## config.mk

```make
export PLATFORM = sky130hd
export DESIGN_NAME = ps2_kbd_ctrl
export DESIGN_NICKNAME = d
export VERILOG_FILES = /design/src/rtl/ps2_kbd_ctrl.sv
export SDC_FILE = /design/constraint.sdc
export NUM_CORES = 1
export LEC_CHECK = 0
export BUFFER_PORTS_ARGS = -buffer_cell sky130_fd_sc_hd__clkbuf_2
export CORE_ASPECT_RATIO = 0.9
export CORE_MARGIN = 1
export CORE_UTILIZATION = 35
export CTS_CLUSTER_SIZE = 16
export DETAILED_ROUTE_END_ITERATION = 16
export SLEW_MARGIN = 40
export SYNTH_ARGS = -nofsm -noshare
export SYNTH_HDL_FRONTEND = slang
export SYNTH_SLANG_ARGS = --single-unit
```

## constraint.sdc

```tcl
create_clock -name clk -period 4.2 [get_ports clk]
set_input_delay 0.21 -clock clk [delete_from_list [all_inputs] [get_ports clk]]
set_output_delay 0.21 -clock clk [all_outputs]
set_load 0.005 [all_outputs]
```

## src/rtl/ps2_kbd_ctrl.sv

```systemverilog
// PS/2 keyboard controller: parses scan-code set 2 sequences (E0/F0 prefixes)
// into key events and buffers them in a show-ahead FIFO. A watchdog aborts
// partial prefix sequences; dropped events raise a sticky overflow flag.
module ps2_kbd_ctrl #(
    parameter int unsigned DEPTH          = 8,
    parameter int unsigned TIMEOUT_CYCLES = 100000
) (
    input  logic                     clk,
    input  logic                     reset,
    input  logic                     rx_done_tick,
    input  logic [7:0]               rx_data,
    output logic                     rx_en,
    output logic                     evt_valid,
    output logic [7:0]               evt_code,
    output logic                     evt_ext,
    output logic                     evt_brk,
    input  logic                     evt_ready,
    output logic [$clog2(DEPTH):0]   fifo_count,
    output logic                     overflow,
    input  logic                     clr_overflow,
    output logic                     seq_timeout
);

    localparam int unsigned PW = $clog2(DEPTH);
    localparam int unsigned CW = PW + 1;
    localparam int unsigned TW = $clog2(TIMEOUT_CYCLES);
    localparam logic [TW-1:0] TMAX = TW'(TIMEOUT_CYCLES - 1);

    typedef enum logic [1:0] {StIdle, StExt, StBrk, StExtBrk} state_e;

    state_e          state_q, state_d;
    logic [TW-1:0]   timer_q, timer_d;
    logic            seq_timeout_q;
    logic            expire;
    logic            is_status;
    logic            push;
    logic [9:0]      push_entry;   // {ext, brk, code}

    logic [9:0]      mem_q [DEPTH];
    logic [9:0]      last_q;       // head value shown once the FIFO drains
    logic [PW-1:0]   wr_ptr_q, rd_ptr_q;
    logic [CW-1:0]   count_q, count_d;
    logic            overflow_q;
    logic            full, do_push, do_pop, drop;
    logic [9:0]      head;

    // Status/ack bytes that carry no key information when seen outside a sequence
    always_comb begin
        is_status = rx_data inside {8'h00, 8'hAA, 8'hEE, 8'hFA, 8'hFE, 8'hFF, 8'hE1};
    end

    // Parser next state, event generation and watchdog expiry
    always_comb begin
        state_d    = state_q;
        push       = 1'b0;
        push_entry = {2'b00, rx_data};
        expire     = (state_q != StIdle) && !rx_done_tick && (timer_q == TMAX);
        if (rx_done_tick) begin
            unique case (state_q)
                StIdle: begin
                    if (rx_data == 8'hE0)      state_d = StExt;
                    else if (rx_data == 8'hF0) state_d = StBrk;
                    else if (!is_status)       push    = 1'b1;
                end
                StExt: begin
                    if (rx_data == 8'hF0) state_d = StExtBrk;
                    else if (rx_data != 8'hE0) begin
                        push       = 1'b1;
                        push_entry = {2'b10, rx_data};
                        state_d    = StIdle;
                    end
                end
                StBrk: begin
                    if (rx_data == 8'hE0) state_d = StExtBrk;
                    else if (rx_data != 8'hF0) begin
                        push       = 1'b1;
                        push_entry = {2'b01, rx_data};
                        state_d    = StIdle;
                    end
                end
                StExtBrk: begin
                    if (rx_data != 8'hE0 && rx_data != 8'hF0) begin
                        push       = 1'b1;
                        push_entry = {2'b11, rx_data};
                        state_d    = StIdle;
                    end
                end
                default: state_d = StIdle;
            endcase
        end else if (expire) begin
            state_d = StIdle;
        end
    end

    // Inter-byte timer: runs only while a prefix sequence is open
    always_comb begin
        if (rx_done_tick || state_q == StIdle || expire) timer_d = '0;
        else                                             timer_d = timer_q + 1'b1;
    end

    // Parser state, timer and timeout pulse registers
    always_ff @(posedge clk or posedge reset) begin
        if (reset) begin
            state_q       <= StIdle;
            timer_q       <= '0;
            seq_timeout_q <= 1'b0;
        end else begin
            state_q       <= state_d;
            timer_q       <= timer_d;
            seq_timeout_q <= expire;
        end
    end

    // FIFO handshake decode; a push into a full FIFO is accepted if a pop frees the slot
    always_comb begin
        full    = (count_q == CW'(DEPTH));
        do_pop  = (count_q != '0) && evt_ready;
        do_push = push && (!full || do_pop);
        drop    = push && full && !do_pop;
        unique case ({do_push, do_pop})
            2'b10:   count_d = count_q + 1'b1;
            2'b01:   count_d = count_q - 1'b1;
            default: count_d = count_q;
        endcase
    end

    // FIFO storage, pointers, count and sticky overflow
    always_ff @(posedge clk or posedge reset) begin
        if (reset) begin
            for (int i = 0; i < int'(DEPTH); i++) mem_q[i] <= '0;
            last_q     <= '0;
            wr_ptr_q   <= '0;
            rd_ptr_q   <= '0;
            count_q    <= '0;
            overflow_q <= 1'b0;
        end else begin
            if (do_push) begin
                mem_q[wr_ptr_q] <= push_entry;
                wr_ptr_q        <= wr_ptr_q + 1'b1;
            end
            if (do_pop) begin
                last_q   <= mem_q[rd_ptr_q];
                rd_ptr_q <= rd_ptr_q + 1'b1;
            end
            count_q <= count_d;
            // A drop in the same cycle as a clear keeps the flag set
            if (drop)              overflow_q <= 1'b1;
            else if (clr_overflow) overflow_q <= 1'b0;
        end
    end

    // Show-ahead outputs; hold the last popped entry while empty
    always_comb begin
        head        = (count_q != '0) ? mem_q[rd_ptr_q] : last_q;
        evt_valid   = (count_q != '0);
        evt_code    = head[7:0];
        evt_brk     = head[8];
        evt_ext     = head[9];
        fifo_count  = count_q;
        rx_en       = !full;
        overflow    = overflow_q;
        seq_timeout = seq_timeout_q;
    end

endmodule

```

# Word level (Yosys, flattened, before mapping)
# Index checks and enable logic that the tools add are counted.
[word_totals] register_bits=121 output_inout_bits=18 elab_cells=108
[classes] add_sub_neg=5 magnitude_cmp=3 eq_ne=21 mux=38 n_bitwise=2 n_reduce_logical=23
[op_table] op="$bwmux W80" count=1
[op_table] op="$mux W10" count=8
[op_table] op="$eq A8 B8 Y1 const B" count=8
[op_table] op="$bmux W10 S3" count=1
[op_table] op="$demux W10 S3" count=1
[op_table] op="$pmux W10 S3" count=1
[op_table] op="$mux W2" count=9
[op_table] op="$mux W9" count=2
[op_table] op="$add A17 B1 Y17 const B" count=1
[op_table] op="$eq A17 B17 Y1 const B" count=1
[op_table] op="$mux W17" count=1
[op_table] op="$ne A8 B8 Y1 const B" count=2
[op_table] op="$ne A4 B4 Y1 const B" count=3
[op_table] op="$mux W1" count=11
[op_table] op="$ge A4 B4 Y1 const B" count=2
[op_table] op="$logic_and A1 B1 Y1" count=8
[op_table] op="$logic_not A8 Y1" count=1
[op_table] op="$not A3 Y4" count=2
[op_table] op="$pmux W2 S4" count=1
[op_table] op="$pmux W4 S2" count=1
[op_table] op="$reduce_bool A2 Y1" count=4
[op_table] op="$reduce_bool A7 Y1" count=1
[op_table] op="$add A3 B1 Y3 const B" count=2
[op_table] op="$eq A2 B2 Y1 const B" count=3
[op_table] op="other kinds (12)" count=17

# Longest topological paths before layout
[logic_depth] word_depth=10 mapped_depth=13

# Worst setup path before layout
# No wires, ideal clock.
[synth_path] path_kind="input -> register" from="input port rx_data[3]" to="register count_q[3], in the netlist fifo_count[3]" arrival_time_ns=2.389 t_required_ns=4.121 path_slack_ns=1.732 stages=11 cell_sequence="or4_4 nor4_2 o21ai_1 buf_6 nand3_1 ha_1 or3b_2 o21ai_0 nand3b_1 a21oi_1 xor2_1"
[synth_via] elab_chain_cells=10 elab_cells_between_ends=28 classes_between="eq/ne: 12; mux: 11; reduce/logical: 5"
[synth_lines] item="from (decl)" line="11" rtl="input logic [7:0] rx_data,"
[synth_lines] item="$eq A8 B8 Y1 or $logic_not A8 Y1 (tied branches)" line="49" rtl="is_status = rx_data inside {8'h00, 8'hAA, 8'hEE, 8'hFA, 8'hFE, 8'hFF, 8'hE1};"
[synth_lines] item="$reduce_bool A7 Y1" line="49"
[synth_lines] item="$mux W1" line="63" rtl="else if (!is_status) push = 1'b1;"
[synth_lines] item="$mux W1" line="62" rtl="else if (rx_data == 8'hF0) state_d = StBrk;"
[synth_lines] item="$mux W1" line="61" rtl="if (rx_data == 8'hE0) state_d = StExt;"
[synth_lines] item="$pmux W1 S4 (*)" line="59" rtl="unique case (state_q)"
[synth_lines] item="$mux W1 (*)" line="58" rtl="if (rx_done_tick) begin"
[synth_lines] item="$logic_and A1 B1 Y1 (*)" line="118" rtl="do_push = push && (!full || do_pop);"
[synth_lines] item="$eq A2 B1 Y1 or $eq A2 B2 Y1 (tied branches)" line="120" rtl="unique case ({do_push, do_pop})"
[synth_lines] item="$pmux W4 S2 or $reduce_bool A2 Y1 (tied branches)"
[synth_lines] item="to (signal assigned)" line="145" rtl="count_q <= count_d;"
[synth_lines] item="to (decl)" line="42" rtl="logic [CW-1:0] count_q, count_d;"
# Mark *: on every way between the ends. The rest lies on a longest branch, timed or not.
# A chain may end at the register's enable or synchronous reset.

# Worst setup path after layout
[layout_path] from="register state_q[0]" to="register count_q[3], in the netlist fifo_count[3]"
[layout_via] elab_chain_cells=6 elab_cells_between_ends=11 classes_between="eq/ne: 5; mux: 3; reduce/logical: 3"
[layout_lines] item="from (decl)" line="31" rtl="state_e state_q, state_d;"
[layout_lines] item="from (signal assigned)" line="104" rtl="state_q <= StIdle;"
[layout_lines] item="from (signal assigned)" line="108" rtl="state_q <= state_d;"
[layout_lines] item="$eq A2 B2 Y1, or another cell as far along" line="59"
[layout_lines] item="$pmux W1 S4 (*)" line="59"
[layout_lines] item="$mux W1 (*)" line="58"
[layout_lines] item="$logic_and A1 B1 Y1 (*)" line="118"
[layout_lines] item="$eq A2 B1 Y1 or $eq A2 B2 Y1 (tied branches)" line="120"
[layout_lines] item="$pmux W4 S2 or $reduce_bool A2 Y1 (tied branches)"
# Marks and branches as above.

==> flow_summary.json <==
{
  "setup.worst_path.start": "state_q[0]",
  "min_from": "rx_data[4]",
  "start_util": 0.363,
  "synth.area.top_cells": "dfrtp_1 51%, mux2_2 10%, mux2_4 7.6%",
  "post-cts-setup-buffers": 0,
  "drcViolationCount": 0,
  "max_freq_mhz": 337,
  "viasPerCell": 5.25,
  "hold_viol": 0,
  "power_density_mw_per_mm2": 731,
  "synth_area_per_cell_um2": 13.1,
  "ys.warnings.count": 0,
  "grt_max_degree": 92,
  "grt_pass1_vias": 3793,
  "hold_path_depth": 2,
  "grt_use_met3": 0.0421,
  "whs_ns": 0.183,
  "finalCriticalPeriod_ns": 2.97,
  "crit_buf_inv": 0,
  "p_leak_nw": 2.97,
  "cp_data_required_time_ns": 4.53,
  "avgRoutedWirePerCell_um": 18.2,
  "netlist_instances": 452,
  "most-common-layout-cells": "121 x dfrtp_1, 53 x mux2_2, 31 x nor2_1",
  "setup_tns_ns": 0,
  "coreArea_mm2": 0.0164,
  "vias": 3653,
  "root_buffer": "clkbuf_16",
  "drtAntennaViolNets": 0,
  "clk_pin_slew_ns": 0.05,
  "grtUsageMet2": 0.253,
  "cp-start-kind": "flip-flop",
  "worst_clock_skew_ns": 0.00915,
  "crit-reg2reg-launch": "state_q[0]",
  "design_area_mm2": 0.00692,
  "htreeDepth": 4,
  "grt-ovfl-total": 0,
  "worstHoldPathType": "in -> reg",
  "synth_top_area_frac": 0.510,
  "cts_made_buffers": 17,
  "hold_path_end": "state_q[0]",
  "cts.path.max_buffers": 2,
  "die_area_mm2": 0.0175,
  "grt_setup_unrepaired": "false",
  "outcome": "finished, final reports clean",
  "num-nets-final": 495,
  "synthDistinctLibCells": 45,
  "cts_tree": "yes",
  "syn-num-nets": 471,
  "r2r_end": "fifo_count[3]",
  "r2r_cells": 10,
  "critical_path_class": "reg -> reg",
  "dieHeight_um": 126,
  "crit_family": "simple AND/OR/NAND/NOR gates",
  "synth-seq-cells": 121,
  "die_w_um": 139,
  "finalSetupViolations": 0,
  "end_kind": "flip-flop",
  "async_flop_share": 1.00,
  "cts_hold_buffers": 2,
  "max_slew_margin": 0.393,
  "track_usage": 0.157,
  "layout_commonest_cell": "dfrtp_1",
  "cap_violations": 0,
  "ios": 31,
  "cp_max_fo": 11,
  "drt_first_pass_iters": 5,
  "antenna_cells": 0,
  "place_congestion": 0.718,
  "rows": 44,
  "ir_drop_mv": 0.329,
  "slew_violations": 0,
  "p_total_w": 0.00506,
  "period_share": 0.707,
  "crit_path_max_incr_delay_ns": 0.46,
  "drive_above_1_share": 0.372,
  "worstPathArrival_ns": 3.30,
  "synthToLayoutAreaGrowth_pct": 16.6,
  "hpwlAfterDp_mm": 8.11,
  "grt_pass1_wl_mm": 20.8,
  "worstMarginPinSlew_ns": 0.910,
  "slowest_stage": "or3b_2",
  "cp_cell_sequence": "nor2_1, a32oi_1, nand2b_1, nand3_1, ha_1, or3b_2, o21ai_0, nand3b_1, a21oi_1, xor2_1",
  "synth-seq-area-share": 0.510,
  "use_met1": 0.209,
  "antenna_found_initial": 0,
  "yosysTopAreaCell": "dfrtp_1",
  "wirelength_mm": 12.7,
  "drt_iter0_drc": 237,
  "synthFlopType": "dfrtp_1",
  "io_buffers": 30,
  "clkLatencyLatePin_ns": 0.41,
  "synth_area_mm2": 0.00594,
  "cts.sinks": 121,
  "cts_resized": 0,
  "placed_area_mm2": 0.00625,
  "busiest_layer": "met2",
  "reg2reg_setup_slack_ns": 1.23,
  "synth_edf_count": 0
}
[kinds of logic (layout without fill, tap and decap cells)]
kind of cell               after synthesis  in the layout  synth area share
AOI/OAI and AO/OA                       37             37            0.0413
adders and majority gates                6              6            0.0126
buffers and inverters                   37             74            0.0295
muxes                                  113            113             0.269
and+or+nand+nor                        114            114             0.102
xor gates and xnor gates                24             24            0.0354
DFF                                    121            121             0.510
[routing by layer]
| metal | wire length, um | vias up |
|---|---|---|
| met5 | 0 | - |
| met4 | 125 | 0 |
| met3 | 616 | 10 |
| met2 | 6120 | 82 |
| met1 | 5840 | 1876 |
| li1 | - | 1685 |
[worst register-to-register path: stages, from the launching register on]
cell      delay [ns]
dfrtp_1         0.41
nor2_1          0.33
a32oi_1         0.14
nand2b_1        0.42
nand3_1         0.33
ha_1            0.29
or3b_2          0.46
o21ai_0         0.09
nand3b_1        0.11
a21oi_1         0.16
xor2_1          0.15
[power breakdown]
group / leakage (nW) / switching (W) / internal (W) / total (W)
clock: 0.286 / 0.000516 / 0.00101 / 0.00152
combinational: 1.16 / 0.000702 / 0.000949 / 0.00165
sequential: 1.53 / 0.000315 / 0.00157 / 0.00189
total: 2.97 / 0.00153 / 0.00353 / 0.00506
[stage by stage]
stage | util | cells | setup WS, ns
after global placement | 0.381 | 662 | 1.24
after global routing | 0.423 | 696 | 1.02
after CTS | 0.421 | 696 | 1.29
final | 0.423 | 696 | 1.23
after detailed placement | 0.382 | 662 | 1.08
after floorplan | - | 452 | 0.776
[sequential cells by signal (all words and copies together) (netlist names)]
signal       cells
mem_q           80
state_q          2
last_q          10
seq_timeout      1
wr_ptr_q         3
rd_ptr_q         3
timer_q         17
overflow         1
fifo_count       4
[synth_stat cells, types with 2 or more instances]
cell	count
o2111ai_2	4
and4bb_1	3
xnor2_1	10
xor2_1	14
mux2i_1	10
or2_2	2
mux2_4	30
nor4bb_1	2
buf_6	4
buf_2	5
mux4_2	20
ha_1	6
nand2b_1	4
nand2_1	27
and3_1	4
mux2_2	53
nand4_1	8
a21oi_1	12
o21ai_0	14
nor3_1	12
and4_1	2
nor2_1	31
dfrtp_1	121
nand3_1	6
clkbuf_1	22
inv_1	5
nand3b_1	2
nand4b_1	2
[worst max path at each step]
stage	end	slack, ns	cells after the start
floorplan	fifo_count[0]	0.78	1
global placement	fifo_count[3]	1.24	11
detailed placement	fifo_count[2]	1.08	12
CTS	fifo_count[3]	1.29	10
global route	fifo_count[3]	1.02	10
finish	fifo_count[3]	1.23	10
[cell type report]
class	instances	area (um^2)
clock buffer	21	450
fill	1469	9430
timing repair buffer	37	208
inverter	5	26.3
tap	207	259
clock inverter	11	171
sequential	121	3030
multi-input combinational	294	2780
Note: power is estimated with default switching activity, not from simulation.
